$ cat config.mk
export PLATFORM = sky130hd
export DESIGN_NAME = sum_accumulator
export DESIGN_NICKNAME = d
export VERILOG_FILES = /design/src/rtl/sum_accumulator_pkg.sv /design/src/rtl/sum_accumulator_sample_counter.sv /design/src/rtl/sum_accumulator.sv
export SDC_FILE = /design/constraint.sdc
export NUM_CORES = 1
export LEC_CHECK = 0
export CORE_ASPECT_RATIO = 1.25
export CORE_MARGIN = 1.5
export CORE_UTILIZATION = 49
export DETAILED_ROUTE_END_ITERATION = 12
export PLACE_DENSITY = 0.83
export SYNTH_ARGS = -nofsm -noshare
export SYNTH_HDL_FRONTEND = slang
export SYNTH_HIERARCHICAL = 1
export SYNTH_SLANG_ARGS = --single-unit
$ cat constraint.sdc
create_clock -name clk -period 3.7 [get_ports clk]
set_input_delay 0.37 -clock clk [delete_from_list [all_inputs] [get_ports clk]]
set_output_delay 0.37 -clock clk [all_outputs]
set_load 0.02 [all_outputs]
$ cat src/rtl/sum_accumulator_pkg.sv
// Shared definitions for the sum accumulator: state encodings and default widths.
package sum_accumulator_pkg;

    localparam int SUM_W_DEF     = 5;
    localparam int ACC_W_DEF     = 8;
    localparam int N_SAMPLES_DEF = 4;

    typedef enum logic [1:0] {
        ST_IDLE  = 2'd0,
        ST_ACCUM = 2'd1,
        ST_DONE  = 2'd2
    } state_t;

endpackage

$ cat src/rtl/sum_accumulator_sample_counter.sv
// Up-counter for accepted samples with synchronous clear and a terminal-count
// strobe that fires on the enabled cycle that takes the count to N_SAMPLES.
module sample_counter #(
    parameter int N_SAMPLES = 4,
    parameter int CNT_W     = $clog2(N_SAMPLES + 1)
) (
    input  logic             clk,
    input  logic             rst_n,
    input  logic             clr,
    input  logic             en,
    output logic [CNT_W-1:0] count,
    output logic             tc
);

    localparam logic [CNT_W-1:0] LAST = CNT_W'(N_SAMPLES - 1);

    logic [CNT_W-1:0] count_q;

    always_ff @(posedge clk or negedge rst_n) begin
        if (!rst_n) begin
            count_q <= '0;
        end else if (clr) begin
            count_q <= '0;
        end else if (en) begin
            count_q <= count_q + 1'b1;
        end
    end

    assign count = count_q;
    assign tc    = en && (count_q == LAST);

endmodule

$ cat src/rtl/sum_accumulator.sv
// Accumulates a burst of N_SAMPLES adder sums and hands the total downstream.
// Define SUM_ACC_SATURATE_EN to clamp the total on overflow instead of wrapping.
module sum_accumulator
    import sum_accumulator_pkg::*;
#(
    parameter int SUM_W     = SUM_W_DEF,
    parameter int ACC_W     = ACC_W_DEF,
    parameter int N_SAMPLES = N_SAMPLES_DEF
) (
    input  logic                               clk,
    input  logic                               rst_n,
    input  logic                               start,
    input  logic [SUM_W-1:0]                   sum_in,
    input  logic                               in_valid,
    output logic                               in_ready,
    output logic [ACC_W-1:0]                   acc_out,
    output logic                               out_valid,
    input  logic                               out_ready,
    output logic                               busy,
    output logic                               overflow,
    output logic [1:0]                         dbg_state,
    output logic [$clog2(N_SAMPLES+1)-1:0]     dbg_count
);

    localparam int CNT_W = $clog2(N_SAMPLES + 1);

    // Handshake: a sample moves when in_valid && in_ready on a rising edge; a
    // result is consumed when out_valid && out_ready on a rising edge. Ready and
    // valid are decoded from state only, so neither depends on the other side.

    state_t            state_q, state_d;
    logic [ACC_W-1:0]  acc_q;
    logic              ovf_q;
    logic              xfer;
    logic              launch;
    logic              last_xfer;
    logic [ACC_W:0]    sum_ext;
    logic              carry;
    logic [CNT_W-1:0]  count;

    assign launch = (state_q == ST_IDLE) && start;
    assign xfer   = in_valid && in_ready;

    sample_counter #(
        .N_SAMPLES (N_SAMPLES),
        .CNT_W     (CNT_W)
    ) u_cnt (
        .clk   (clk),
        .rst_n (rst_n),
        .clr   (launch),
        .en    (xfer),
        .count (count),
        .tc    (last_xfer)
    );

    // One extra bit on the add so the carry out of the accumulator is visible.
    assign sum_ext = {1'b0, acc_q} + {{(ACC_W + 1 - SUM_W){1'b0}}, sum_in};
    assign carry   = sum_ext[ACC_W];

    always_ff @(posedge clk or negedge rst_n) begin
        if (!rst_n) begin
            state_q <= ST_IDLE;
        end else begin
            state_q <= state_d;
        end
    end

    always_comb begin
        state_d   = state_q;
        in_ready  = 1'b0;
        out_valid = 1'b0;
        busy      = 1'b0;
        case (state_q)
            ST_IDLE: begin
                if (start) state_d = ST_ACCUM;
            end
            ST_ACCUM: begin
                in_ready = 1'b1;
                busy     = 1'b1;
                if (last_xfer) state_d = ST_DONE;
            end
            ST_DONE: begin
                out_valid = 1'b1;
                busy      = 1'b1;
                if (out_ready) state_d = ST_IDLE;
            end
            default: state_d = ST_IDLE;
        endcase
    end

    always_ff @(posedge clk or negedge rst_n) begin
        if (!rst_n) begin
            acc_q <= '0;
            ovf_q <= 1'b0;
        end else if (launch) begin
            acc_q <= '0;
            ovf_q <= 1'b0;
        end else if (xfer) begin
            if (carry) ovf_q <= 1'b1;
`ifdef SUM_ACC_SATURATE_EN
            // Once clamped the total stays pinned for the rest of the burst.
            if (carry || ovf_q) acc_q <= {ACC_W{1'b1}};
            else                acc_q <= sum_ext[ACC_W-1:0];
`else
            acc_q <= sum_ext[ACC_W-1:0];
`endif
        end
    end

    assign acc_out   = acc_q;
    assign overflow  = ovf_q;
    assign dbg_state = state_q;
    assign dbg_count = count;

endmodule

# Word-level counts from Yosys, hierarchy flattened
# Cells that the tools add are included.
[word_totals]
elab_cells = 35
ff_bits = 14
[op_classes]
muxes = 14
addsub = 2
n_eq_ne = 6
n_reduce_logical = 9
[op_table]
columns = ["cell", "n"]
rows = [
  ["2-to-1 mux 8 bit", 2],
  ["adder 8 x 5 -> 9 bit", 1],
  ["2-to-1 mux 1 bit", 6],
  ["2-to-1 mux 2 bit", 3],
  ["2-to-1 mux 3 bit", 2],
  ["!= test 2 bit, second input constant", 3],
  ["one-hot mux 2 bit (3 select lines)", 1],
  ["nonzero test 2 bit", 2],
  ["adder 3 x 1 -> 3 bit, second input constant", 1],
  ["equality test 3 x 2 -> 1 bit, second input constant", 1],
  ["logical AND 1 bit", 3],
  ["AND reduction 3 bit", 1],
  ["equality test 2 x 1 -> 1 bit, second input constant", 1],
  ["equality test 2 bit, second input constant", 1],
  ["zero test 2 bit", 1],
  ["AND reduction 2 bit", 1],
  ["OR reduction 2 bit", 1],
]

# Depth between registers and ports, before layout
# Gate-level depths: netlist of the first run.
[depth]
word_depth = 6
mapped_depth = 9

# Modules after synthesis
# The synthesis of the first run kept the hierarchy.
[by_module_without_submodules]
columns = ["module", "cells_per_inst", "instances", "seq_area_each_um2", "area_per_inst_um2"]
rows = [
  ["sum_accumulator", 83, 1, 275.3, 747.0],
  ["sample_counter", 13, 1, 75.1, 148.9],
]

# Least setup slack after synthesis of the first run
# OpenSTA, ideal clock, no wires.
[synth_timing]
kind = "register -> register"
startpoint = "reg state_q[1] (netlist: dbg_state[1])"
endpoint = "reg state_q[0] (netlist: dbg_state[0])"
stages_incl_launch_ff = 9
synth_period_minus_slack_ns = 2.054
arrival_ns = 1.913
setup_ns = 0.141
setup_slack_ns = 1.646
cell_sequence = "dfrtp_1 -> inv_1 -> ha_1 -> nand2_1 -> inv_1 -> and2_2 -> inv_1 -> a222oi_1 -> o21ai_0"
[synth_via]
elab_chain_cells = 6
elab_cells_between_ends = 11
cone_classes = "5 x eq/ne; 2 x mux; 4 x reduce/logical"
[synth_lines]
columns = ["item", "line", "text"]
rows = [
  ["from (decl)", "sum_accumulator.sv:31", "state_t state_q, state_d;"],
  ["from (signal assigned)", "sum_accumulator.sv:64", "state_q <= state_d;"],
  ["equality test 2 x 1 -> 1 bit", "sum_accumulator.sv:73", "case (state_q)"],
  ["2-to-1 mux 1 bit", "sum_accumulator.sv:73", ""],
  ["net in_ready", "sum_accumulator.sv:15", "output logic in_ready,"],
  ["logical AND 1 bit", "sum_accumulator.sv:42", "assign xfer = in_valid && in_ready;"],
  ["net xfer", "sum_accumulator.sv:34", "logic xfer;"],
  ["logical AND 1 bit", "sum_accumulator_sample_counter.sv:30", "assign tc = en && (count_q == LAST);"],
  ["net last_xfer", "sum_accumulator.sv:36", "logic last_xfer;"],
  ["!= test 2 bit (no line)", "--", ""],
  ["AND reduction 3 bit (no line)", "--", ""],
]
# The timed path passes the listed nets, and every way through them passes these cells.
# A chain may end at the register's enable or synchronous reset.

# Worst setup path in the final report of the first run
[layout_timing]
startpoint = "reg state_q[1] (netlist: dbg_state[1])"
endpoint = "reg state_q[1] (netlist: dbg_state[1])"
[layout_via]
elab_chain_cells = 6
elab_cells_between_ends = 11
cone_classes = "5 x eq/ne; 2 x mux; 4 x reduce/logical"
[layout_lines]
columns = ["item", "line"]
rows = [
  ["equality test 2 x 1 -> 1 bit", "sum_accumulator.sv:73"],
  ["2-to-1 mux 1 bit", "sum_accumulator.sv:73"],
  ["logical AND 1 bit", "sum_accumulator.sv:42"],
  ["net xfer", "sum_accumulator.sv:34"],
  ["logical AND 1 bit", "sum_accumulator_sample_counter.sv:30"],
  ["net last_xfer", "sum_accumulator.sv:36"],
  ["!= test 2 bit (no line)", "--"],
  ["AND reduction 3 bit (no line)", "--"],
]
# The timed path passes the listed nets, and every way through them passes these cells.

==> results.yml, run 1 <==
setup_path:
  worstReg2RegStart: "dbg_state[1]$_DFFE_PN0P_"
  critPathLaunchType: "flip-flop"
  crit_path_frequent_cell: "inv_1"
  crit_chain: "inv_1, ha_1, nand2_1, inv_1, and2_2, inv_1, a222oi_1, o21ai_0"
  crit_slowest_cell: "a222oi_1"
  cp.arrival_ps: 2470
  critPathCaptureType: "flip-flop"
  regToRegSetupSlack_ps: 1390
  critPathKind: "reg -> reg"
  max_stage_delay_ps: 470
  crit_required_ps: 3850
  startpoint: "dbg_state[1]$_DFFE_PN0P_"
  critical_path.max_fanout: 11
timing:
  rsz0062_at_grt: "no"
  hold_slack_ps: 474
  period_share_pct: 62.6
  final_max_slew_viol_count: 0
  tns_ps: 0
  clock_skew_ps: 6.54
  fin_crit_ps: 2310
  hold_viol: 0
  setup_viol: 0
  tightest_slew_ps: 639
  maxSlewHeadroom_pct: 57.2
  max_freq_ghz: 0.432
cts:
  hold_buffers: 0
  cts_sinks: 14
  cts-htree-levels: 1
  clk_pin_slew_worst_paths_ps: 90
  clock_path_buffers: 2
  cts_tree: "yes"
  cts_resized: 0
  cts_root_buf: "clkbuf_4"
  post_cts_buffers: 0
  clk_latency_ps: 280
  cts_made_buffers: 3
floorplanning:
  die_h_um: 50.8
  pin_count: 27
  start_util_pct: 51.4
  dieArea_um2: 2100
  rows: 17
  core_area_um2: 1740
  fp.dieW_um: 41.2
global_routing:
  overflow: 0
  grt_first_pass_wirelength_um: 3000
  grt_max_degree: 15
  antenna_found_initial: 0
  grt_pass1_vias: 726
  gr-usage-all-layers_pct: 21.5
synthesis:
  syn_area_um2: 896
  ys_seq_elements: 14
  ys_seq_area_share_pct: 39.1
  async_reset_ff_share_pct: 100
  synthesis.nets: 118
  syn_area_per_cell_um2: 9.33
  syn-instance-count: 96
  yosysWarningCount: 6
  synthFlopType: "dfrtp_1"
  synth-edff-count: 0
  synthDistinctLibCells: 28
hold_path:
  hold_path_class: "in -> async"
finish:
  num_antenna_cells: 0
  final_core_util_pct: 69.5
  final_nets: 148
  final_cell_mix: "clkdlybuf4s50_1, dfrtp_1, inv_1"
  final_common_cell: "clkdlybuf4s50_1"
  syn2layout_area_growth_pct: 35.3
  drive_above_1_share_pct: 5.60
pwr:
  peakVddDrop_mv: 0.499
  powerDensity_nw_per_um2: 729
  clkPwrFrac_pct: 12.5
  leakage_nw: 0.573
  power_uw: 884
  netSwitchingFraction_pct: 43.4
  p_seq_share_pct: 28.4
  intPower_uw: 500
  switchingPower_uw: 384
  p_comb_share_pct: 59.1
detailed_routing:
  route.detailed.drc: 0
  vias_per_cell: 5.28
  first_iter_violations: 16
  vias: 761
  routed_wl_um: 1860
  ant_nets: 0
  routedWlPerCell_um: 12.9
  dr.pass1.iters: 4
place:
  place_congestion: 0.806
  detailed_place_hpwl_um: 1470
  io_buffers: 26
run:
  drv_cap: 0
run_status:
  status: "finished clean"
## metrics by stage
step / instance area (µm²) / std cells / setup slack (ps)
final: 1210 / 144 / 1390
after global routing: 1210 / 144 / 1150
after CTS: 1210 / 144 / 1410
after detailed placement: 1180 / 140 / 1340
after global placement: 1180 / 140 / 1460
after floorplan: 896 / 96 / 1650
## layout make-up
class	count	area, µm²
fill	151	532
multi-input combinational	69	497
sequential	14	350
timing repair buffer	26	260
inverter	12	45.0
clock buffer	4	36.3
tap	19	23.8
## metal layers
metal / vias up / track usage [%] / part of all wire (%)
met5: - / 0 / 0
met4: 0 / 11.3 / 1.8
met3: 4 / 3.54 / 4.5
met2: 20 / 34.4 / 52
met1: 348 / 26.3 / 42
li1: 389 / - / -
## power by group through the flow
stage          sequential (mW)  combinational (mW)  clock, mW
5_1_grt                  0.257               0.581      0.120
2_1_floorplan            0.305               0.269          0
4_1_cts                  0.251               0.526      0.111
6_report                 0.251               0.523      0.111
3_3_place_gp             0.251               0.510          0
3_5_place_dp             0.254               0.524          0
## critical path, delay by kind of cell (launching register included)
family / cells / cell delay [ps]
adder cells (fa/ha/maj): 1 / 240
AND/OR/NAND/NOR: 2 / 440
flip-flops: 1 / 410
AO/OA/AOI/OAI: 2 / 620
buffers and inverters: 3 / 480
## cell usage after synthesis (2+ instances only)
| cell type | count | area, µm² |
|---|---|---|
| nand2b_1 | 2 | 12.5 |
| nor2_1 | 9 | 33.8 |
| inv_1 | 12 | 45.0 |
| nand2_1 | 11 | 41.3 |
| a211oi_1 | 2 | 15.0 |
| a21oi_1 | 7 | 35.0 |
| dfrtp_1 | 14 | 350 |
| a21o_1 | 2 | 15.0 |
| o21ai_0 | 5 | 25.0 |
| mux2i_1 | 3 | 30.0 |
| o211ai_1 | 2 | 15.0 |
| ha_1 | 11 | 138 |
## registers in the layout, summed over array words and instances, names as in the netlist
signal and flops:
acc_out 8, dbg_state 2, u_cnt/count 3, overflow 1
## logic make-up (layout without fill, tap and decap cells)
family / count (synthesis) / after routing / share of synthesized area, %
mux: 3 / 3 / 3.35
flops: 14 / 14 / 39.1
buf+inv: 13 / 42 / 5.45
xor+xnor: 1 / 1 / 0.978
fa+ha+maj: 12 / 12 / 17.6
simple gates: 28 / 28 / 14.8
compound gates: 25 / 25 / 18.7
## final timing paths
check	endpoint	depth (start not counted)
setup / recovery	dbg_state[1]$_DFFE_PN0P_	8
hold / removal	u_cnt/count[2]$_DFFE_PN0P_	1
setup reg to reg	dbg_state[1]$_DFFE_PN0P_	8
hold reg to reg	overflow$_DFFE_PN0P_	2
max in group asynchronous	acc_out[7]$_DFFE_PN0P_	1
min in group clk	overflow$_DFFE_PN0P_	2
No activity file was read; power rests on OpenSTA's default activity.
==> run 2: changes to the inputs <==
Settings changed: CORE_UTILIZATION 49 to 41, PLACE_DENSITY 0.83 to 0.74.
Clock period 3.7 ns to 2.1 ns, I/O delays scaled along.
==> results.yml, run 2 (synthesis gave the netlist of run 1 again) <==
setup_path:
  critical_path.max_fanout: 4
  critPathLaunchType: "flip-flop"
  cp.arrival_ps: 2020
  crit_required_ps: 2240
  critPathCaptureType: "flip-flop"
  critPathKind: "reg -> reg"
pwr:
  power_mw: 1.51
  peakVddDrop_mv: 0.920
  powerDensity_nw_per_um2: 1240
  leakage_nw: 0.576
cts:
  cts_root_buf: "clkbuf_4"
  cts_resized: 0
  cts_tree: "yes"
  clock_path_buffers: 2
  clk_pin_slew_worst_paths_ps: 80
  cts_sinks: 14
  hold_buffers: 0
  cts-htree-levels: 1
  clk_latency_ps: 270
  cts_made_buffers: 3
  post_cts_buffers: 0
hold_path:
  hold_path_class: "in -> async"
finish:
  multi_input_area_um2: 497
  n_fill_cell: 200
  regArea_um2: 350
  syn2layout_area_growth_pct: 35.6
  drive_above_1_share_pct: 6.35
  num_antenna_cells: 0
  final_cell_mix: "clkdlybuf4s50_1, dfrtp_1, inv_1"
  largest_reg_flops: 8
  stdcell_count: 146
  final_nets: 150
  final_common_cell: "clkdlybuf4s50_1"
detailed_routing:
  routedWlPerCell_um: 12.4
  vias_per_cell: 5.27
  dr.pass1.iters: 4
  ant_nets: 0
  vias: 769
  route.detailed.drc: 0
  first_iter_violations: 9
  routed_wl_um: 1820
timing:
  rsz0062_at_grt: "no"
  tightest_slew_ps: 629
  setup_viol: 0
  max_freq_ghz: 0.533
  clock_skew_ps: 4.96
  maxSlewHeadroom_pct: 57.9
  final_max_slew_viol_count: 0
  fin_crit_ps: 1880
  hold_viol: 0
  period_share_pct: 89.4
  tns_ps: 0
global_routing:
  gr-usage-all-layers_pct: 17.1
  overflow: 0
  grt_pass1_vias: 781
  grt_first_pass_wirelength_um: 3250
  grt_max_degree: 15
  antenna_found_initial: 0
place:
  placedCellCount: 143
  io_buffers: 26
  place_congestion: 0.785
  detailed_place_hpwl_um: 1460
floorplanning:
  pin_count: 27
  start_util_pct: 44.2
  die_h_um: 55.3
  core_area_um2: 2030
  rows: 18
  fp.dieW_um: 44.8
  dieArea_um2: 2480
run_status:
  status: "finished clean"
run:
  drv_cap: 0
## run 2: changes by cell type in the layout (fill, tap and decap cells not counted), sizes merged
cell / before / now
buf: 0 / 2
clkbuf: 4 / 3
## run 2: final cells by class
class / count / area share [%]
Inverter: 12 / 3.71
Multi-Input combinational cell: 69 / 40.9
Clock buffer: 3 / 1.85
Sequential cell: 14 / 28.8
Tap cell: 20 / 2.06
Timing Repair Buffer: 28 / 22.7
## run 2: critical path, cell delays in order, from the launching register on
cell	delay (ps)
dfrtp_1	410
inv_1	120
ha_1	230
nand2_1	90
inv_1	70
and2_2	130
inv_1	40
a222oi_1	500
o21ai_0	150
## run 2: where the power goes
group / internal, mW / switching, mW / leakage (nW) / total (mW)
combinational: 0.429 / 0.496 / 0.375 / 0.925
clock: 0.0664 / 0.0801 / 0.0138 / 0.146
sequential: 0.359 / 0.0779 / 0.187 / 0.437
## run 2: path summary, 6_finish.rpt
kind	startpoint	slack, ps	cells after the start	endpoint
setup reg to reg	dbg_state[1]$_DFFE_PN0P_	220	8	dbg_state[0]$_DFFE_PN0P_
setup / recovery	dbg_state[1]$_DFFE_PN0P_	220	8	dbg_state[0]$_DFFE_PN0P_
hold / removal	rst_n	320	1	acc_out[4]$_DFFE_PN0P_
hold reg to reg	overflow$_DFFE_PN0P_	540	2	overflow$_DFFE_PN0P_
max in group asynchronous	rst_n	1370	1	u_cnt/count[0]$_DFFE_PN0P_
min in group clk	overflow$_DFFE_PN0P_	540	2	overflow$_DFFE_PN0P_
## run 2: routing by layer
layer  GRT usage (%)  part of all wire [%]  vias to the layer above
met1            19.8                    45                      353
met4            7.56                  0.77                        0
met2            29.6                    50                       19
li1                -                     -                      395
met3            2.94                   4.1                        2
met5               0                     0                        -
## run 2: metrics by stage
| stage | hold WS (ps) | utilization, % | instance area [µm²] | setup WS [ps] |
|---|---|---|---|---|
| 2_1_floorplan | -85.6 | - | 896 | 46.4 |
| 3_3_place_gp | 516 | 58.8 | 1190 | 117 |
| 3_5_place_dp | 518 | 58.8 | 1190 | 78.3 |
| 4_1_cts | 351 | 59.9 | 1210 | 203 |
| 5_1_grt | 359 | 59.9 | 1210 | 40.2 |
| 6_report | 319 | 59.9 | 1210 | 222 |
==> run 3: changes to the inputs <==
Settings changed: SYNTH_HIERARCHICAL 1 to not set.
==> results.yml, run 3 <==
detailed_routing:
  route.detailed.drc: 0
  dr.pass1.iters: 4
  first_iter_violations: 16
  vias: 784
  ant_nets: 0
  routed_wl_um: 1910
  routedWlPerCell_um: 13.0
  vias_per_cell: 5.33
floorplanning:
  core_area_um2: 2030
  start_util_pct: 45.0
  dieArea_um2: 2520
  fp.dieW_um: 45.2
  rows: 18
  die_h_um: 55.7
  pin_count: 27
cts:
  cts_root_buf: "clkbuf_4"
  post_cts_buffers: 0
  clk_latency_ps: 290
  cts_resized: 0
  clock_path_buffers: 2
  clk_pin_slew_worst_paths_ps: 80
  cts_made_buffers: 3
  cts_sinks: 14
  cts-htree-levels: 1
  hold_buffers: 0
  cts_tree: "yes"
finish:
  final_nets: 151
  syn2layout_area_growth_pct: 34.4
  final_common_cell: "clkdlybuf4s50_1"
  stdcell_area_um2: 1230
  num_antenna_cells: 0
  largest_reg_flops: 8
  drive_above_1_share_pct: 4.72
  final_core_util_pct: 60.5
  final_cell_mix: "clkdlybuf4s50_1, nand2_1, dfrtp_1"
place:
  detailed_place_hpwl_um: 1540
  place_congestion: 0.843
  io_buffers: 26
  place_area_um2: 1190
timing:
  fin_crit_ps: 1920
  tightest_slew_ps: 613
  tns_ps: 0
  hold_viol: 0
  clock_skew_ps: 1.99
  max_freq_ghz: 0.521
  maxSlewHeadroom_pct: 59.0
  setup_viol: 0
  final_max_slew_viol_count: 0
  rsz0062_at_grt: "no"
  period_share_pct: 91.3
setup_path:
  critical_path.max_fanout: 5
  crit_slowest_cell: "clkdlybuf4s50_1"
  path_delay_family: "buffers and inverters"
  max_stage_delay_ps: 630
  cp.arrival_ps: 1710
  crit_chain: "inv_1, ha_1, clkdlybuf4s50_1"
  cp.buffers_inverters: 2
  critPathLaunchType: "flip-flop"
  critPathKind: "reg -> out"
  critPathCaptureType: "output port"
  crit_required_ps: 1890
synthesis:
  ys_seq_elements: 14
  syn_area_per_cell_um2: 9.21
  syn_area_um2: 912
  synthFlopType: "dfrtp_1"
  netlist_top_cells_count: "dfrtp_1, nand2_1, ha_1, a21oi_1, inv_1"
  synthesis.nets: 122
  syn-instance-count: 99
  yosysTopAreaCell: "dfrtp_1"
  synth-edff-count: 0
  synth_top_area_share_pct: 38.4
  synth_area_leaders: "dfrtp_1, ha_1, nand2_1"
  async_reset_ff_share_pct: 100
  synthDistinctLibCells: 29
  ys_seq_area_share_pct: 38.4
  yosysWarningCount: 0
hold_path:
  hold_path_class: "in -> async"
run_status:
  status: "finished clean"
global_routing:
  grt_pass1_vias: 796
  use_met2_pct: 29.6
  gr-usage-all-layers_pct: 18.0
  globalRoute.busiestLayer: "met2"
  grt_first_pass_wirelength_um: 3430
  grt_use_met3_pct: 2.27
  antenna_found_initial: 0
  overflow: 0
  grtUsageMet1_pct: 22.5
  grt_max_degree: 15
pwr:
  leakage_nw: 0.569
  powerDensity_nw_per_um2: 1300
  peakVddDrop_mv: 0.715
run:
  drv_cap: 0
## run 3: cell count changes in the layout (fill, tap and decap cells not counted), moves of 2 or more
cell     change
inv_1        -3
and2_1       +2
a21oi_1      +2
nand2_1      +3
## run 3: final timing paths
path                                                from                      to  slack [ps]  cells past startpoint
min in group clk                    overflow$_DFFE_PN0P_    overflow$_DFFE_PN0P_         550                      2
worst min register to register      overflow$_DFFE_PN0P_    overflow$_DFFE_PN0P_         550                      2
worst min-delay path                               rst_n  acc_out[3]$_DFFE_PN0P_         300                      1
worst max register to register    acc_out[0]$_DFFE_PN0P_  acc_out[6]$_DFFE_PN0P_         370                      7
max in group asynchronous                          rst_n    overflow$_DFFE_PN0P_        1410                      1
worst max-delay path            dbg_state[1]$_DFFE_PN0P_                in_ready         180                      3
## run 3: cells by family (layout without fill, tap and decap cells)
family / after synthesis / count (layout) / share of synthesized area, %
AO/OA/AOI/OAI: 26 / 26 / 18.5
XOR/XNOR: 1 / 1 / 0.960
adder cells (fa/ha/maj): 13 / 13 / 18.7
buffers and inverters: 12 / 40 / 5.35
flip-flops: 14 / 14 / 38.4
multiplexers: 2 / 2 / 2.19
AND/OR/NAND/NOR: 31 / 31 / 15.9
## run 3: routing by layer
metal	wire length, µm	vias up
met5	0	-
met4	46	0
met3	68	5
met2	958	23
met1	840	361
li1	-	395
## run 3: final cells by class
type                       instances  area, µm²
clock buffer                       4       36.3
fill                             184        801
inverter                           9       33.8
multi-input combinational         73        513
sequential                        14        350
tap                               20       25.0
timing repair buffer              27        268
## run 3: power breakdown
part / switching [mW] / leakage, nW / internal (mW)
combinational: 0.515 / 0.362 / 0.436
sequential: 0.0837 / 0.187 / 0.363
clock: 0.0917 / 0.0210 / 0.106
## run 3: metrics by stage
step | setup slack [ps] | hold slack (ps) | total power [mW] | std cells
floorplan | 292 | -85.6 | 1.04 | 99
global placement | 133 | 528 | 1.38 | 143
detailed placement | 79.8 | 530 | 1.41 | 143
CTS | 166 | 320 | 1.61 | 147
global route | 71.3 | 361 | 1.73 | 147
finish | 182 | 300 | 1.59 | 147
==> variant 1, RTL diff (flow settings as in run 2) <==
Change the package constant `N_SAMPLES_DEF` from 4 to 16.
--- a/src/rtl/sum_accumulator_pkg.sv
+++ b/src/rtl/sum_accumulator_pkg.sv
@@ -3,7 +3,7 @@
 
     localparam int SUM_W_DEF     = 5;
     localparam int ACC_W_DEF     = 8;
-    localparam int N_SAMPLES_DEF = 4;
+    localparam int N_SAMPLES_DEF = 16;
 
     typedef enum logic [1:0] {
         ST_IDLE  = 2'd0,
Interface: changed (resized dbg_count); port bits go from 27 to 29. No check against the original RTL was run, so the function may have changed too.
==> variant 1 against run 2 <==
Wire length is 12% higher; area after synthesis is 15% higher; global-route usage is 0.43 points higher; power is 9.7% higher; worst setup slack worse by 0.0079 ns; clock skew is 0.0019 ns lower; sequential cell count is 2 higher; final area is 15% higher; die area is 14% higher; critical endpoint is now dbg_state[1]$_DFFE_PN0P_; largest power group unchanged; highest routed layer unchanged.
==> variant 1: results (changes against run 2) <==
| Metric | Value |
|---|---|
| Slowest cell on crit path | dfrtp_1 |
| Crit-path max cell delay | 0.47 ns (-0.03 ns) |
| Yosys cell types | 34 (+21%) |
| Complex-gate fraction of the synthesized area | 0.177 (-0.0102) |
| DR iter-0 viols | 20 (+11) |
| Synth Area in Adders | 0.153 (-0.0233) |
| Total length of routed wires | 2.04 mm (+12%) |
| Run status | finished clean |
| Synth Area in XOR/XNOR | 0.00848 (-0.00129) |
| Synth top cells by count | dfrtp_1 (16), inv_1 (12), ha_1 (11), nand2_1 (11), nor2_1 (10) |
| Nets@finish | 163 (+8.7%) |
| Psw | 705 uW (+7.8%) |
| Vias in the first global route | 865 (+11%) |
| Largest net degree at the start of global routing | 17 (+2) |
| Dpl hpwl | 1.61 mm (+10%) |
| Clk_skew | 0.00305 ns (-0.00190 ns) |
| Vias | 890 (+16%) |
| Mux contribution to synthesized area | 0.0436 (+0.0101) |
| Syn nets | 129 (+9.3%) |
| Slew @ Worst Pin | 0.702 ns (+0.0728 ns) |
| Worst vdd ir | 0.732 mV (-20%) |
| Worst path arrival time | 2.05 ns (+0.03 ns) |
| I/O Buffers | 28 (+7.7%) |
| GRT Resource Usage Total | 0.176 (+0.00432) |
| Seq/Total Area, Yosys | 0.388 (-0.00318) |
| Leak | 0.000663 uW (+15%) |
| Synth top area cells | dfrtp_1 (39%), ha_1 (13%), inv_1 (4.4%) |
## variant 1: cell count changes after synthesis
cell	change
dfrtp_1	+2
mux2_4	+1
a21oi_1	+1
and3_1	+1
and2_1	+1
buf_6	+1
nand3b_1	+1
and2b_1	+1
nand4_4	+1
and2_2	-1
a21bo_2	+1
nor2_1	+1
## variant 1: cells by family (layout without fill, tap and decap cells)
kind of cell | after synthesis | count (layout)
compound gates | 27 | 27
mux | 4 | 4
flops | 16 | 16
simple gates | 33 | 33
xor+xnor | 1 | 1
buf+inv | 14 | 47
fa+ha+maj | 12 | 12
## variant 1: final cells by class
| class | count | area, um2 |
|---|---|---|
| clock buffer | 4 | 36.3 |
| fill | 227 | 1000 |
| inverter | 12 | 45.0 |
| multi-input combinational | 77 | 572 |
| sequential | 16 | 400 |
| tap | 33 | 41.3 |
| timing repair buffer | 31 | 303 |
## variant 1: worst paths after layout
path | startpoint | end | slack [ns] | cells after the start
worst max-delay path | u_cnt/count[0]$_DFFE_PN0P_ | dbg_state[1]$_DFFE_PN0P_ | 0.21 | 7
worst min-delay path | rst_n | acc_out[2]$_DFFE_PN0P_ | 0.33 | 1
worst max register to register | u_cnt/count[0]$_DFFE_PN0P_ | dbg_state[1]$_DFFE_PN0P_ | 0.21 | 7
worst min register to register | overflow$_DFFE_PN0P_ | overflow$_DFFE_PN0P_ | 0.52 | 2
max in group asynchronous | rst_n | acc_out[4]$_DFFE_PN0P_ | 1.33 | 1
min in group clk | overflow$_DFFE_PN0P_ | overflow$_DFFE_PN0P_ | 0.52 | 2
## variant 1: through the flow
stage	power [uW]	cells	hold WS, ns	instance area, um2	utilization
floorplan	1090	107	-0.0856	1030	-
global placement	1440	169	0.508	1360	0.567
detailed placement	1460	169	0.509	1360	0.567
CTS	1670	173	0.354	1400	0.582
global route	1790	173	0.396	1400	0.582
finish	1650	173	0.331	1400	0.582
## variant 1: power groups by stage
stage / Clock, uW / Combinational, uW / Sequential (uW)
after floorplan: 0 / 503 / 591
after global placement: 0 / 948 / 491
after detailed placement: 0 / 962 / 497
after CTS: 212 / 968 / 492
after global routing: 227 / 1060 / 503
final: 207 / 957 / 490
## variant 1: metal layers
metal	vias up	track usage	part of all wire
met5	-	0	0
li1	438	-	-
met4	0	0.104	0.028
met2	24	0.280	0.50
met3	5	0.0244	0.034
met1	423	0.217	0.44
## variant 1: critical path: cells and delay by family, from the launching register on
family / cells / cell delay (ns)
simple gates: 2 / 0.28
buf+inv: 1 / 0.04
compound gates: 2 / 0.61
fa+ha+maj: 2 / 0.36
flops: 1 / 0.47
==> variant 2, RTL diff (flow settings as in run 2) <==
Made on the original files. Register the output `dbg_state` once more, without a reset; this adds one clock of latency there. The other outputs are not delayed to match.
--- a/src/rtl/sum_accumulator.sv
+++ b/src/rtl/sum_accumulator.sv
@@ -109,7 +109,9 @@
 
     assign acc_out   = acc_q;
     assign overflow  = ovf_q;
-    assign dbg_state = state_q;
+    always_ff @(posedge clk) begin
+        dbg_state <= state_q;
+    end
     assign dbg_count = count;
 
 endmodule
Formal check against the unedited RTL: not equivalent (a bounded check fails within 4 cycles, from zero or initial values and one cycle with rst_n low).
==> variant 2 against run 2 <==
Clock power is 39% higher; sequential power rose by 13%; power increased by 7.7%; fmax down 0.40%; area after synthesis rose by 4.5%; combinational power barely moved; worst hold slack worse by 0.0092 ns; wire length up 4.1%; worst setup slack got worse by 0.0076 ns; final area is 5.6% higher; count of clock-buffer cells in the layout is 1 higher; sequential cell count grew 2; largest power group unchanged.
==> variant 2: results (changes against run 2) <==
| Metric | Value |
|---|---|
| Run status | finished clean |
| GRT Resource Usage Total | 0.171 (-0.000833) |
| Yosys cell types | 29 (+3.6%) |
| Vias/cell | 5.16 (-2.1%) |
| Delay-heaviest family, CP | buffers and inverters |
| TritonCTS Buffers | 3 (unchanged) |
| Slowest cell on crit path | clkdlybuf4s50_1 |
| Ys async rst share | 0.875 (-0.125) |
| Worst vdd ir | 0.789 mV (-14%) |
| Dpl hpwl | 1.52 mm (+3.9%) |
| Gpl congestion | 0.831 (+5.9%) |
| Syn nets | 120 (+1.7%) |
| Leak | 0.000600 uW (+4.2%) |
| Clock Latency Late Sink | 0.29 ns (+0.02 ns) |
| Max FFs per register | 8 (unchanged) |
| Seq/Total Area, Yosys | 0.417 (+0.0261) |
| Top_reg_cell synth | dfrtp_1 |
| Synth top area cells | dfrtp_1 (37%), ha_1 (15%), inv_1 (4.8%) |
| Clk_skew | 0.00339 ns (-0.00157 ns) |
| Rel. slew slack | 0.572 (-0.00749) |
| DR iter-0 viols | 15 (+6) |
| Fraction of layout cells with a size suffix above 1 | 0.0698 (+0.00628) |
| Vias in the first global route | 828 (+6.0%) |
| Worst path arrival time | 1.68 ns (-0.34 ns) |
| Total length of routed wires | 1.89 mm (+4.1%) |
| Crit-path max cell delay | 0.63 ns (+0.13 ns) |
[variant 2: worst paths after layout]
path	start	endpoint	slack [ns]	cells past startpoint
worst min register to register	state_q[0]$_DFFE_PN0P_	dbg_state[0]$_DFF_P_	0.42	0
min in group clk	state_q[0]$_DFFE_PN0P_	dbg_state[0]$_DFF_P_	0.42	0
worst max register to register	state_q[1]$_DFFE_PN0P_	state_q[1]$_DFFE_PN0P_	0.24	8
max in group asynchronous	rst_n	overflow$_DFFE_PN0P_	1.38	1
worst max-delay path	state_q[1]$_DFFE_PN0P_	in_ready	0.21	3
worst min-delay path	rst_n	acc_out[4]$_DFFE_PN0P_	0.31	1
[variant 2: worst reg2reg max path: stages, from the launching register on]
cell	delay, ns
dfrtp_1	0.41
inv_1	0.12
ha_1	0.23
nand2_1	0.09
inv_1	0.07
and2_2	0.14
inv_1	0.04
a222oi_1	0.46
o21ai_0	0.16
[variant 2: cells by family after synthesis]
kind of cell | synth area share
flops | 0.417
simple gates | 0.142
fa+ha+maj | 0.168
buf+inv | 0.0521
compound gates | 0.179
xor+xnor | 0.00936
mux | 0.0321
[variant 2: area by class of cell]
class | count | area, um2 | area share
Multi-Input combinational cell | 69 | 497 | 0.387
Sequential cell | 16 | 390 | 0.304
Timing Repair Buffer | 28 | 275 | 0.215
Inverter | 12 | 45.0 | 0.0351
Tap cell | 31 | 38.8 | 0.0302
Clock buffer | 4 | 36.3 | 0.0283
[variant 2: power breakdown]
group	total (uW)	internal (uW)	switching, uW
sequential	494	414	79.7
combinational	928	428	500
clock	203	106	97.8
[variant 2: layer usage]
metal | wire (um) | vias up | GRT usage
met5 | 0 | - | 0
met4 | 12 | 0 | 0.0735
met3 | 99 | 2 | 0.0225
met2 | 994 | 30 | 0.306
met1 | 784 | 394 | 0.190
li1 | - | 399 | -
[variant 2: per-stage QoR]
step / hold WS (ns) / area [um2] / total power (uW) / setup WS [ns] / cells
5_1_grt: 0.361 / 1280 / 1760 / 0.0189 / 160
3_3_place_gp: 0.401 / 1250 / 1410 / 0.120 / 156
2_1_floorplan: -0.0856 / 936 / 1070 / 0.160 / 98
6_report: 0.310 / 1280 / 1620 / 0.215 / 160
3_5_place_dp: 0.388 / 1250 / 1430 / 0.0680 / 156
4_1_cts: 0.335 / 1280 / 1650 / 0.188 / 160
